--- config.mk ---
export PLATFORM = sky130hd
export DESIGN_NAME = cpu_sequencer
export DESIGN_NICKNAME = d
export VERILOG_FILES = /design/src/rtl/cpu_seq_pkg.sv /design/src/rtl/cpu_sequencer_mem_wait_timer.sv /design/src/rtl/cpu_sequencer.sv
export SDC_FILE = /design/constraint.sdc
export NUM_CORES = 1
export LEC_CHECK = 0
export ABC_CLOCK_PERIOD_IN_PS = 1600
export BUFFER_PORTS_ARGS = -buffer_cell sky130_fd_sc_hd__buf_2
export CAP_MARGIN = 25
export CELL_PAD_IN_SITES_DETAIL_PLACEMENT = 0
export CELL_PAD_IN_SITES_GLOBAL_PLACEMENT = 2
export CORE_ASPECT_RATIO = 1.25
export CORE_UTILIZATION = 29
export DETAILED_ROUTE_END_ITERATION = 8
export GPL_TIMING_DRIVEN = 0
export PLACE_DENSITY = 0.72
export SLEW_MARGIN = 20
export SYNTH_ARGS = -nofsm -noshare
export SYNTH_HDL_FRONTEND = slang
export SYNTH_SLANG_ARGS = --single-unit
--- constraint.sdc ---
create_clock -name clk -period 1.6 [get_ports clk]
set_clock_uncertainty 0.15 [all_clocks]
set_input_delay 0.16 -clock clk [delete_from_list [all_inputs] [get_ports clk]]
set_output_delay 0.16 -clock clk [all_outputs]
set_load 0.005 [all_outputs]
--- src/rtl/cpu_seq_pkg.sv ---
// Shared types for the cpu_sequencer control slice.
// Latency: n/a (types, constants and a state classifier only).
// Backpressure: n/a.
package cpu_seq_pkg;

  // Instruction step states; 3 bits covers all eight.
  typedef enum logic [2:0] {
    ST_IDLE   = 3'd0,
    ST_FETCH  = 3'd1,
    ST_DECODE = 3'd2,
    ST_EXEC   = 3'd3,
    ST_MEM    = 3'd4,
    ST_WB     = 3'd5,
    ST_HALT   = 3'd6,
    ST_FAULT  = 3'd7
  } seq_state_t;

  localparam logic [1:0] FAULT_NONE    = 2'b00;
  localparam logic [1:0] FAULT_ILLEGAL = 2'b01;
  localparam logic [1:0] FAULT_IMEM_TO = 2'b10;
  localparam logic [1:0] FAULT_DMEM_TO = 2'b11;

  // True while an instruction is in flight (FETCH through WB).
  function automatic logic seq_is_busy(input seq_state_t s);
    return (s == ST_FETCH) || (s == ST_DECODE) || (s == ST_EXEC) ||
           (s == ST_MEM) || (s == ST_WB);
  endfunction

endpackage

--- src/rtl/cpu_sequencer_mem_wait_timer.sv ---
// Memory-ack wait counter shared by the FETCH and MEM handshakes.
// Latency: expired is combinational from the count; it rises on the TIMEOUT-th wait cycle.
// Backpressure: none; the counter freezes at its limit until cleared.
module mem_wait_timer #(
  parameter int TIMEOUT = 16
) (
  input  logic clk,
  input  logic rst,
  input  logic clr,
  input  logic en,
  output logic expired
);

  logic [7:0] r_cnt;

  assign expired = (r_cnt == 8'(TIMEOUT - 1));

  // Count unacknowledged wait cycles; clear holds the count at zero between handshakes.
  always_ff @(posedge clk or posedge rst) begin
    if (rst) begin
      r_cnt <= 8'd0;
    end else if (clr) begin
      r_cnt <= 8'd0;
    end else if (en && !expired) begin
      r_cnt <= r_cnt + 8'd1;
    end
  end

endmodule

--- src/rtl/cpu_sequencer.sv ---
// Multi-cycle instruction sequencer: FETCH, DECODE, EXEC, [MEM], WB with fault and halt handling.
// Latency: 4 cycles per non-memory instruction, 5 per load/store with zero-wait memory.
// Backpressure: req held until ack; a wait of TIMEOUT cycles faults. SEQ_PERF_CNT_EN adds cycle/instr counters.
module cpu_sequencer
  import cpu_seq_pkg::*;
#(
  parameter int TIMEOUT = 16,
  parameter int PERF_W  = 32
) (
  input  logic              clk,
  input  logic              rst,
  input  logic              run,
  input  logic              halt_req,
  input  logic              dec_valid,
  input  logic              dec_reg_write,
  input  logic              dec_data_read,
  input  logic              dec_data_write,
  output logic              imem_req,
  input  logic              imem_ack,
  output logic              dmem_req,
  output logic              dmem_we,
  input  logic              dmem_ack,
  output logic              ir_load,
  output logic              rf_we,
  output logic              pc_we,
  output logic              busy,
  output logic              halted,
  output logic [1:0]        fault_code
`ifdef SEQ_PERF_CNT_EN
  ,
  output logic [PERF_W-1:0] cycle_cnt,
  output logic [PERF_W-1:0] instr_cnt
`endif
);

  seq_state_t r_state;
  seq_state_t w_state_nxt;
  logic [1:0] r_fault_code;
  logic [1:0] w_fault_nxt;
  logic       w_dec_illegal;
  logic       w_dec_mem;
  logic       w_tmr_clr;
  logic       w_tmr_en;
  logic       w_tmr_expired;

  assign w_dec_illegal = !dec_valid || (dec_data_read && dec_data_write);
  assign w_dec_mem     = dec_data_read || dec_data_write;

  // Timer sits at zero outside the two wait states, so each FETCH/MEM entry starts fresh.
  assign w_tmr_clr = !((r_state == ST_FETCH) || (r_state == ST_MEM));
  assign w_tmr_en  = ((r_state == ST_FETCH) && !imem_ack) ||
                     ((r_state == ST_MEM) && !dmem_ack);

  mem_wait_timer #(
    .TIMEOUT (TIMEOUT)
  ) u_wait_timer (
    .clk     (clk),
    .rst     (rst),
    .clr     (w_tmr_clr),
    .en      (w_tmr_en),
    .expired (w_tmr_expired)
  );

  // State and sticky fault code; async reset drops every request immediately.
  always_ff @(posedge clk or posedge rst) begin
    if (rst) begin
      r_state      <= ST_IDLE;
      r_fault_code <= FAULT_NONE;
    end else begin
      r_state      <= w_state_nxt;
      r_fault_code <= w_fault_nxt;
    end
  end

  // Next state, fault capture and state-decoded enables/requests.
  always_comb begin
    w_state_nxt = r_state;
    w_fault_nxt = r_fault_code;
    imem_req    = 1'b0;
    dmem_req    = 1'b0;
    dmem_we     = 1'b0;
    ir_load     = 1'b0;
    rf_we       = 1'b0;
    pc_we       = 1'b0;
    halted      = 1'b0;
    busy        = seq_is_busy(r_state);
    case (r_state)
      ST_IDLE: begin
        if (run) w_state_nxt = ST_FETCH;
      end
      ST_FETCH: begin
        imem_req = 1'b1;
        // An ack on the final allowed wait cycle still wins over the timeout.
        if (imem_ack) begin
          ir_load     = 1'b1;
          w_state_nxt = ST_DECODE;
        end else if (w_tmr_expired) begin
          w_state_nxt = ST_FAULT;
          w_fault_nxt = FAULT_IMEM_TO;
        end
      end
      ST_DECODE: begin
        if (w_dec_illegal) begin
          w_state_nxt = ST_FAULT;
          w_fault_nxt = FAULT_ILLEGAL;
        end else begin
          w_state_nxt = ST_EXEC;
        end
      end
      ST_EXEC: begin
        w_state_nxt = w_dec_mem ? ST_MEM : ST_WB;
      end
      ST_MEM: begin
        dmem_req = 1'b1;
        dmem_we  = dec_data_write;
        if (dmem_ack) begin
          w_state_nxt = ST_WB;
        end else if (w_tmr_expired) begin
          w_state_nxt = ST_FAULT;
          w_fault_nxt = FAULT_DMEM_TO;
        end
      end
      ST_WB: begin
        pc_we       = 1'b1;
        rf_we       = dec_reg_write && !dec_data_write;
        w_state_nxt = halt_req ? ST_HALT : ST_FETCH;
      end
      ST_HALT: begin
        halted = 1'b1;
        if (run) w_state_nxt = ST_FETCH;
      end
      ST_FAULT: begin
        w_state_nxt = ST_FAULT;
      end
      default: begin
        w_state_nxt = ST_IDLE;
      end
    endcase
  end

  assign fault_code = r_fault_code;

`ifdef SEQ_PERF_CNT_EN
  logic [PERF_W-1:0] r_cycle_cnt;
  logic [PERF_W-1:0] r_instr_cnt;

  // Active-cycle and retired-instruction counters, free-running with natural wrap.
  always_ff @(posedge clk or posedge rst) begin
    if (rst) begin
      r_cycle_cnt <= '0;
      r_instr_cnt <= '0;
    end else begin
      if (busy) r_cycle_cnt <= r_cycle_cnt + PERF_W'(1);
      if (r_state == ST_WB) r_instr_cnt <= r_instr_cnt + PERF_W'(1);
    end
  end

  assign cycle_cnt = r_cycle_cnt;
  assign instr_cnt = r_instr_cnt;
`else
  // PERF_W only sizes the counters; without them it has no hardware to shape.
  if (PERF_W < 1) begin : g_perf_w_unused
  end
`endif

endmodule

==> impl_metrics.toml <==
[status]
status = "finished with violations"
violations = "negative setup slack"

[synth]
netlist_instances = 100
synth_most_common_cell = "dfrtp_1"
synth_common_cells = "dfrtp_1 (13), nand2_1 (7), nor2_1 (7), and2_1 (6), mux2i_1 (6)"
yosysTopAreaCellShare_pct = 34.6
yosys_warnings = 0
synth_flop_cell = "dfrtp_1"
synthXorXnorAreaFrac_pct = 1.86
synth_compound_area_share_pct = 18.2
ys_seq_area_share_pct = 34.6
synth_top_family_by_area = "simple AND/OR/NAND/NOR gates"
ys_types = 41
synth-edff-count = 0
synth_mux_area_share_pct = 6.39
yosysTopAreaCell = "dfrtp_1"
syn_area_um2 = 940
async_flop_share_pct = 100
synth_fp_nets = 111
synth-simple-area-share_pct = 32.6
synthTopCellsByArea = "dfrtp_1 (35%), mux2i_1 (6.4%), nor4b_4 (5.1%)"
synth.avg_cell_area_um2 = 9.40
synth_seq_cells = 13
synthAdderAreaFrac_pct = 1.33

[routing]
route.final.wire_length_um = 2580
via_per_inst = 5.05
drt_iter0_drc = 13
drc = 0
ant_nets = 0
first_pass_iters = 4
wire_per_inst_um = 14.5
vias = 899

[cts]
cts_buffers = 3
cts_max_level = 1
cts.sinks = 13
cts_root_buf = "clkbuf_4"
cts_tree = "built"
cts.clk_slew.worst_paths_ns = 0.08
cts_buffer_depth = 2
clock_latency_ns = 0.28

[global_route]
grtUsageTotal_pct = 15.6
grt_max_degree = 14
grt_pass1_wl_um = 4030
grt_overflow = 0
grt_pass1_vias = 942
antenna_found_initial = 0

[placed_design]
finalWeightedCongestion = 0.686
placed_cell_area_mm2 = 0.00108
hpwl_um = 1580
pre_cts_ws_ns = -0.159
portBuffers = 19

[die]
design.core.area_mm2 = 0.00300
rows = 22
io_pins = 20
die_area_mm2 = 0.00347
initial_core_util_pct = 31.3
dieWidth_um = 52.9
die_h_um = 65.6

[sta]
worst_slack_ns = -0.116
slew_headroom_pct = 66.4
period_minus_slack_ns = 1.72
maxSlewViolCount = 0
worst_slew_pin_slew_ns = 0.503
rsz0062_at_grt = "true"
timing.fmax_mhz = 583
hold_violations = 0
period_share_pct = 107
whs_ns = 0.152
setup_viol = 15

[cells_and_area]
diodes = 0
final_util_pct = 48.0
area_delta_synth_final_pct = 53.4
design_area_mm2 = 0.00144
fin_nets = 154
drive_above_1_share_pct = 54.2

[worst_setup_path]
crit_type = "register to output port"
path_max_fanout = 7
cp.required_ns = 1.29
worstSetupEndpointType = "output port"
arrival_ns = 1.41
start_kind = "register"

[power]
leakagePower_nw = 0.626
p_per_area_mw_per_mm2 = 1490
vdd_drop_max_uv = 792

[flow_run]
maxCapViolCount = 0

[hold_path]
hp-class = "input port to register"
[layer usage]
layer / track usage (%) / part of all wire, % / vias up
met5: 0 / 0 / -
met4: 8.55 / 2.9 / 0
met3: 2.08 / 4.2 / 9
met2: 28.2 / 54 / 25
met1: 16.7 / 38 / 415
li1: - / - / 450
[worst max-delay path, stage by stage, from the launching register on]
cell	delay (ns)
dfrtp_2	0.47
or2b_1	0.27
nor2_2	0.15
and2_1	0.14
buf_2	0.10
[sequential cells by signal (all words and copies together) (netlist names)]
signal,count
r_state,3
u_wait_timer.r_cnt,8
fault_code,2
[path summary, 6_finish.rpt]
check | startpoint | slack [ns] | cells after the start | to
worst max-delay path | r_state[0] | -0.12 | 4 | dmem_we
worst max register to register | r_state[0] | -0.07 | 6 | u_wait_timer.r_cnt[2]
max in group asynchronous | rst | 0.63 | 3 | u_wait_timer.r_cnt[4]
worst min-delay path | imem_ack | 0.15 | 3 | fault_code[0]
min in group asynchronous | rst | 0.30 | 3 | u_wait_timer.r_cnt[6]
worst min register to register | u_wait_timer.r_cnt[2] | 0.38 | 1 | u_wait_timer.r_cnt[2]
[placed cells by master (no fill, tap or decap), types with 2 or more instances in the layout]
cell type / instances
a211oi_2: 3
a21oi_1: 3
and2_1: 4
nand2_1: 7
buf_2: 19
o21ai_0: 2
nor3b_2: 2
buf_4: 13
or2b_1: 2
nor2b_2: 2
xnor2_1: 2
clkbuf_4: 4
nor2b_1: 2
and2_4: 2
o311ai_1: 3
dfrtp_1: 9
nor4b_4: 2
mux2i_1: 6
buf_6: 6
nor3_2: 3
nor2_1: 5
dfrtp_2: 4
nand2b_4: 2
inv_1: 4
nor2_4: 3
a22o_1: 2
[stage by stage]
stage          std cells  TNS [ns]  total power [mW]
2_1_floorplan        100         0              1.11
3_3_place_gp         155    -0.745              1.35
3_5_place_dp         155    -0.923              1.35
4_1_cts              174    -0.616              1.89
5_1_grt              178     -1.85              2.31
6_report             178    -0.604              2.14
[where the power goes]
group          internal (mW)  total (mW)  switching [mW]
Combinational          0.774        1.44           0.661
Sequential             0.406       0.502          0.0964
Clock                 0.0969       0.206           0.109
[what timing repair did]
item | in CTS | in global routing
pin swaps | 7 | 12
buffers inserted | 14 | 4
resized for setup | 20 | 26
endpoints found under the setup margin | 20 | 19
endpoints found under the hold margin | 13 | 0
hold buffers | 1 | 0
[layout make-up]
cell class	instances	area (um2)
Fill cell	281	1560
Clock buffer	4	26.3
Timing Repair Buffer	38	268
Multi-Input combinational cell	78	698
Sequential cell	13	330
Tap cell	36	45.0
Inverter	4	15.0
Buffer	5	58.8
[logic make-up (layout without fill, tap and decap cells)]
| group | after synthesis | count (layout) |
|---|---|---|
| and+or+nand+nor | 45 | 45 |
| adders and majority gates | 1 | 1 |
| buffers and inverters | 9 | 51 |
| xor gates and xnor gates | 2 | 2 |
| AOI/OAI and AO/OA | 24 | 24 |
| muxes | 6 | 6 |
| DFF | 13 | 13 |
Note: power is estimated with default switching activity, not from simulation.
